File: src/rtl/ir400_pkg.sv
// Shared types and helpers for the IR400 pulse sequencer.
package ir400_pkg;

    localparam int LVL_MAX = 8;
    localparam int NG_W    = 8;

    typedef enum logic [2:0] {
        ST_IDLE,
        ST_RAMP_UP,
        ST_ON,
        ST_RAMP_DOWN,
        ST_OFF
    } state_e;

    // Bits [lvl-1:0] set; lvl >= NG_W saturates to all ones.
    function automatic logic [NG_W-1:0] therm8(input logic [3:0] lvl);
        logic [NG_W-1:0] t;
        t = '0;
        for (int i = 0; i < NG_W; i++) begin
            t[i] = (4'(i) < lvl);
        end
        return t;
    endfunction

    function automatic logic [3:0] clamp_lvl(input logic [3:0] lvl);
        return (lvl > 4'(LVL_MAX)) ? 4'(LVL_MAX) : lvl;
    endfunction

endpackage

File: src/rtl/ir400_dn_timer.sv
// Loadable down-counter with a zero flag; times both the flat top and the off gap.
module ir400_dn_timer #(
    parameter int W = 16
) (
    input  logic         clk,
    input  logic         rst,
    input  logic         load_i,
    input  logic         en_i,
    input  logic [W-1:0] val_i,
    output logic         zero_o
);

    logic [W-1:0] cnt_q;

    always_ff @(posedge clk) begin
        if (rst) begin
            cnt_q <= '0;
        end else if (load_i) begin
            cnt_q <= val_i;
        end else if (en_i && (cnt_q != '0)) begin
            cnt_q <= cnt_q - 1'b1;
        end
    end

    assign zero_o = (cnt_q == '0);

endmodule

File: src/rtl/ir400_pulse_ctrl.sv
// IR400 pulse sequencer: ramped pulse trains on the thermometer leg-enable bus
// of the constant-current sink, with a start/busy/done handshake.
module ir400_pulse_ctrl
    import ir400_pkg::*;
#(
    parameter int              RAMP_DIV = 4,
    parameter int              ON_W     = 16,
    parameter int              CNT_W    = 8,
    parameter logic [ON_W-1:0] MAX_ON   = ON_W'(50000)
) (
    input  logic             clk,
    input  logic             rst,
    input  logic             start,
    input  logic             abort,
    input  logic [3:0]       level,
    input  logic [ON_W-1:0]  on_cycles,
    input  logic [ON_W-1:0]  off_cycles,
    input  logic [CNT_W-1:0] pulse_count,
    output logic [NG_W-1:0]  ng_en,
    output logic             busy,
    output logic             done,
    output logic             aborted,
    output logic             pulse_active
);

    localparam int              RC_W    = $clog2(RAMP_DIV) + 1;
    localparam logic [RC_W-1:0] RC_LAST = RC_W'(RAMP_DIV - 1);

    state_e           state_q, state_d;
    logic [3:0]       lvl_q, lvl_d, cur_q, cur_d;
    logic [ON_W-1:0]  on_q, on_d, off_q, off_d;
    logic [CNT_W-1:0] cnt_q, cnt_d, pdone_q, pdone_d;
    logic [RC_W-1:0]  ramp_q, ramp_d;
    logic             abrt_q, abrt_d;
    logic             busy_q, done_q, done_d, aborted_q, aborted_d, pa_q;
    logic [NG_W-1:0]  ng_q;

    logic             tmr_load, tmr_en, tmr_zero;
    logic [ON_W-1:0]  tmr_val;
    logic [3:0]       lvl_in;
    logic [ON_W-1:0]  on_in;
    logic             step, ramp_end;

    assign lvl_in   = clamp_lvl(level);
    assign on_in    = (on_cycles == '0)    ? ON_W'(1) :
                      (on_cycles > MAX_ON) ? MAX_ON   : on_cycles;
    assign step     = (ramp_q == RC_LAST);
    // cur_q==0 in RAMP_DOWN only happens after an abort taken before the first step.
    assign ramp_end = (cur_q == 4'd0) || ((cur_q == 4'd1) && step);

    ir400_dn_timer #(.W(ON_W)) u_tmr (
        .clk    (clk),
        .rst    (rst),
        .load_i (tmr_load),
        .en_i   (tmr_en),
        .val_i  (tmr_val),
        .zero_o (tmr_zero)
    );

    always_comb begin
        state_d   = state_q;
        lvl_d     = lvl_q;
        cur_d     = cur_q;
        on_d      = on_q;
        off_d     = off_q;
        cnt_d     = cnt_q;
        pdone_d   = pdone_q;
        ramp_d    = ramp_q;
        abrt_d    = abrt_q;
        done_d    = 1'b0;
        aborted_d = 1'b0;
        tmr_load  = 1'b0;
        tmr_en    = 1'b0;
        tmr_val   = '0;

        unique case (state_q)
            ST_IDLE: begin
                if (start && !abort) begin
                    if ((lvl_in == 4'd0) || (pulse_count == '0)) begin
                        done_d = 1'b1;
                    end else begin
                        state_d = ST_RAMP_UP;
                        lvl_d   = lvl_in;
                        on_d    = on_in;
                        off_d   = off_cycles;
                        cnt_d   = pulse_count;
                        cur_d   = 4'd0;
                        ramp_d  = '0;
                        pdone_d = '0;
                        abrt_d  = 1'b0;
                    end
                end
            end

            ST_RAMP_UP: begin
                if (abort) begin
                    state_d = ST_RAMP_DOWN;
                    ramp_d  = '0;
                    abrt_d  = 1'b1;
                end else if (step) begin
                    ramp_d = '0;
                    cur_d  = cur_q + 4'd1;
                    if ((cur_q + 4'd1) == lvl_q) begin
                        state_d  = ST_ON;
                        tmr_load = 1'b1;
                        tmr_val  = on_q - 1'b1;
                    end
                end else begin
                    ramp_d = ramp_q + 1'b1;
                end
            end

            ST_ON: begin
                if (abort) begin
                    state_d = ST_RAMP_DOWN;
                    ramp_d  = '0;
                    abrt_d  = 1'b1;
                end else if (tmr_zero) begin
                    state_d = ST_RAMP_DOWN;
                    ramp_d  = '0;
                end else begin
                    tmr_en = 1'b1;
                end
            end

            ST_RAMP_DOWN: begin
                if (abort) begin
                    abrt_d = 1'b1;
                end
                if (ramp_end) begin
                    cur_d   = 4'd0;
                    ramp_d  = '0;
                    pdone_d = pdone_q + 1'b1;
                    if (abrt_q || abort) begin
                        state_d   = ST_IDLE;
                        done_d    = 1'b1;
                        aborted_d = 1'b1;
                    end else if (pdone_d == cnt_q) begin
                        state_d = ST_IDLE;
                        done_d  = 1'b1;
                    end else if (off_q != '0) begin
                        state_d  = ST_OFF;
                        tmr_load = 1'b1;
                        tmr_val  = off_q - 1'b1;
                    end else begin
                        state_d = ST_RAMP_UP;
                    end
                end else if (step) begin
                    ramp_d = '0;
                    cur_d  = cur_q - 4'd1;
                end else begin
                    ramp_d = ramp_q + 1'b1;
                end
            end

            ST_OFF: begin
                if (abort) begin
                    state_d   = ST_IDLE;
                    done_d    = 1'b1;
                    aborted_d = 1'b1;
                end else if (tmr_zero) begin
                    state_d = ST_RAMP_UP;
                    ramp_d  = '0;
                end else begin
                    tmr_en = 1'b1;
                end
            end

            default: state_d = ST_IDLE;
        endcase
    end

    always_ff @(posedge clk) begin
        if (rst) begin
            state_q   <= ST_IDLE;
            lvl_q     <= '0;
            cur_q     <= '0;
            on_q      <= '0;
            off_q     <= '0;
            cnt_q     <= '0;
            pdone_q   <= '0;
            ramp_q    <= '0;
            abrt_q    <= 1'b0;
            busy_q    <= 1'b0;
            done_q    <= 1'b0;
            aborted_q <= 1'b0;
            pa_q      <= 1'b0;
            ng_q      <= '0;
        end else begin
            state_q   <= state_d;
            lvl_q     <= lvl_d;
            cur_q     <= cur_d;
            on_q      <= on_d;
            off_q     <= off_d;
            cnt_q     <= cnt_d;
            pdone_q   <= pdone_d;
            ramp_q    <= ramp_d;
            abrt_q    <= abrt_d;
            busy_q    <= (state_d != ST_IDLE);
            done_q    <= done_d;
            aborted_q <= aborted_d;
            // Driver-facing bits come straight from flops so the legs never see decode glitches.
            pa_q      <= (cur_d != 4'd0);
            ng_q      <= therm8(cur_d);
        end
    end

    assign ng_en        = ng_q;
    assign busy         = busy_q;
    assign done         = done_q;
    assign aborted      = aborted_q;
    assign pulse_active = pa_q;

endmodule

File: config.mk
export PLATFORM = sky130hd
export DESIGN_NAME = ir400_pulse_ctrl
export DESIGN_NICKNAME = d
export VERILOG_FILES = /design/src/rtl/ir400_pkg.sv /design/src/rtl/ir400_dn_timer.sv /design/src/rtl/ir400_pulse_ctrl.sv
export SDC_FILE = /design/constraint.sdc
export NUM_CORES = 1
export LEC_CHECK = 0
export BUFFER_PORTS_ARGS = -buffer_cell sky130_fd_sc_hd__buf_2
export CORE_UTILIZATION = 40
export DETAILED_ROUTE_END_ITERATION = 16
export PLACE_DENSITY = 0.54
export SLEW_MARGIN = 30
export SYNTH_ARGS = -nofsm -noshare
export SYNTH_HDL_FRONTEND = slang
export SYNTH_SLANG_ARGS = --single-unit
File: constraint.sdc
create_clock -name clk -period 2.81 [get_ports clk]
set_input_delay 0.562 -clock clk [delete_from_list [all_inputs] [get_ports clk]]
set_output_delay 0.562 -clock clk [all_outputs]
set_load 0.03 [all_outputs]
==> results.cfg <==
[logic_synthesis]
syn_nets = 706
ys.warnings.count = 0
synth_seq_cells = 89
synthAdderAreaFrac_pct = 2.25
synth_mux_area_share_pct = 0
syn_area_per_cell_um2 = 7.71
synth-main-ff-cell = dfxtp_1
synth_edf_count = 0
synth_compound_area_share_pct = 21.2
synth_area_leaders = dfxtp_1 36%, nand2_1 7.0%, a21oi_1 6.4%, xor2_1 5.4%, nor2_1 5.4%
synthCells = 649
ys_seq_area_share_pct = 35.6
synth-simple-area-share_pct = 27.5
synth_cell_types = 66
synth_top_family_by_area = simple AND/OR/NAND/NOR gates
synth-xor-area-share_pct = 8.93
yosysTopAreaCell = dfxtp_1
syn_area_um2 = 5000
synthArstFlopShare_pct = 0
synth_top_area_share_pct = 35.6

[clocking]
clock_sinks = 89
cts_buffers = 9
htree_levels = 3
cts_setup_buffers = 0
clkTransAtPathRegs_ns = 0.06
clockBufferDepth = 2
cts_tree = yes
cts_root_buf = clkbuf_16
insertion_delay_ns = 0.35

[setup_path]
critPathRequiredTime_ns = 3.03
crit_family = simple AND/OR/NAND/NOR gates
rr_startpoint = u_tmr.cnt_q[0]
r2r_slack_ns = 0.14
criticalPathCategory = flop to flop
critical_path.max_fanout = 10
crit_arrival_ns = 2.89
reg2reg_to = u_tmr.cnt_q[10]
start_kind = flop
cp_slowest_stage_delay_ns = 0.49
reg2reg_depth = 9
slowest_stage = or3b_2
critPathCaptureType = flop
worstSetupStartpoint = u_tmr.cnt_q[0]
crit_chain = inv_1 -> ha_1 -> or3b_2 -> or2_2 -> o311a_4 -> and3_4 -> xor2_1 -> a221oi_2 -> nor2_1
crit_buf_inv = 1

[detailed_routing]
detail-route-antenna-nets = 0
drc = 0
wl_um = 13400
vias = 4808
topRoutingLayerUsed = met4
viasPerCell = 5.44
wl_met3_um = 656
wl_met1_um = 6860
dr.pass1.iters = 7
drtIter0Drc = 307
routed-wl-met2_um = 5670
wl_per_cell_um = 15.1

[pwr]
ir_drop_uv = 355
p_comb_share_pct = 18.6
clkPwrFrac_pct = 41.2
switching_share_pct = 27.7
power_frac_seq_pct = 40.2
total_power_mw = 3.40
p_leak_nw = 2.46
power_density_nw_per_um2 = 573
cellInternalPower_mw = 2.46
p_sw_mw = 0.943

[timing]
fin_crit_ns = 2.67
maxSlewHeadroom_pct = 65.8
worst_slew_pin_slew_ns = 0.512
period_share_pct = 94.9
clock.fmax_mhz = 375
final_hold_viol_count = 0
setup-violations-final = 0
drv_slew = 0
skew_ns = 0.00579
fin_ws_ns = 0.145

[floorplan]
core_um2 = 12100
start_util_pct = 41.3
die_w_um = 114
rows = 40
die_area_um2 = 13000
ios = 60
fp.dieH_um = 114

[layout]
multiInputGateArea_um2 = 3030
seqCellArea_um2 = 1780
fin_util_pct = 49.1
final_common_cell = nand2_1
n_fill_cell = 1224
mostFrequentLayoutCells = 93 x nand2_1, 88 x dfxtp_1, 71 x nor2_1, 64 x a21oi_1, 59 x buf_2
syn2layout_area_growth_pct = 18.8
drive_gt1_share_pct = 17.5
n_antenna_cell = 0
nets = 768

[placed_design]
place_ws_ns = 0.00332
portBuffers = 59
place_congestion = 0.864
dp_hpwl_um = 9970

[grt]
grt_pass1_vias = 4476
grt_pass1_wl_um = 22300
grt_max_degree = 48
track_usage_pct = 21.6
antenna_found_initial = 0
globalRouteOverflowTotal = 0

[worst_hold_path]
min_delay_worst_endpoint = off_q[6]
hold_class = primary input to flop
min_from = off_cycles[6]
min_delay_path_depth = 3

[flow_run]
maxCapViolCount = 0

[outcome]
outcome = finished, final reports clean
-- per-layer routing --
layer	GRT usage, %	vias up
met5	0	-
met3	3.24	14
met4	7.36	0
met2	32.5	125
li1	-	2440
met1	31.5	2229
-- sequential cells by signal, indices dropped and copies added, names as in the netlist, 3 cells and up --
register and flops:
off_q 16, pdone_q 8, ng_en 7, ramp_q 3, cnt_q 8, u_tmr.cnt_q 16
on_q 16, lvl_q 4, cur_q 4, state_q 3
-- repair_timing --
| action | 4_1_cts | 5_1_grt |
|---|---|---|
| endpoints found under the setup margin | 3 | 15 |
| hold buffers | 0 | 0 |
| resized for setup | 1 | 7 |
-- synthesized netlist by cell type, drive strengths merged, types with 4 or more instances --
master  number
a21oi       64
nand3b       7
or3         12
nor3b        7
buf          9
a31oi        5
a221oi       9
o21ai       29
o31ai        4
nand3       14
nor4        16
or4          5
nor3        24
inv         17
xor2        31
clkbuf      27
nand2       94
nor2        73
a211oi       7
xnor2       20
nand2b       9
nor2b        5
ha           9
dfxtp       89
a22oi       10
-- power groups by stage --
stage,Sequential (mW),Clock [mW],Combinational (mW)
finish,1.37,1.40,0.632
global route,1.38,1.48,0.702
CTS,1.37,1.43,0.628
detailed placement,1.40,0,0.624
global placement,1.39,0,0.618
floorplan,1.38,0,0.439
-- worst max-delay path by stage --
stage | cells past startpoint | slack, ns | end
5_1_grt | 10 | -0.0003 | u_tmr.cnt_q[4]
2_1_floorplan | 10 | 0.25 | u_tmr.cnt_q[10]
3_5_place_dp | 9 | 0.003 | u_tmr.cnt_q[8]
6_report | 9 | 0.14 | u_tmr.cnt_q[10]
4_1_cts | 10 | 0.03 | u_tmr.cnt_q[8]
3_3_place_gp | 9 | 0.03 | u_tmr.cnt_q[15]
-- worst register-to-register path, stage by stage, from the launching register on --
cell      delay (ns)
dfxtp_1         0.33
inv_1           0.08
ha_1            0.17
or3b_2          0.49
or2_2           0.34
o311a_4         0.44
and3_4          0.21
xor2_1          0.14
a221oi_2        0.27
nor2_1          0.06
-- area by class of cell --
cell class | count | area share, %
multi-input cells | 507 | 51.1
flip-flops and latches | 89 | 30.0
repair buffers | 87 | 8.51
clock buffers | 11 | 4.09
well taps | 168 | 3.54
clock inverters | 5 | 1.73
inverters | 17 | 1.07
-- through the flow --
step | instance area, um^2 | setup TNS, ns | cells | hold WS (ns)
global route | 5940 | -0.000315 | 884 | 0.460
detailed placement | 5560 | 0 | 868 | 0.459
CTS | 5900 | 0 | 884 | 0.443
finish | 5940 | 0 | 884 | 0.448
global placement | 5560 | 0 | 868 | 0.444
floorplan | 5000 | 0 | 649 | 0.436
-- cells by family after synthesis --
group                      count (synthesis)
DFF                                       89
AOI/OAI and AO/OA                        164
xor gates and xnor gates                  51
buffers and inverters                     53
adders and majority gates                  9
and+or+nand+nor                          283
(Power assumes the default switching activity.)
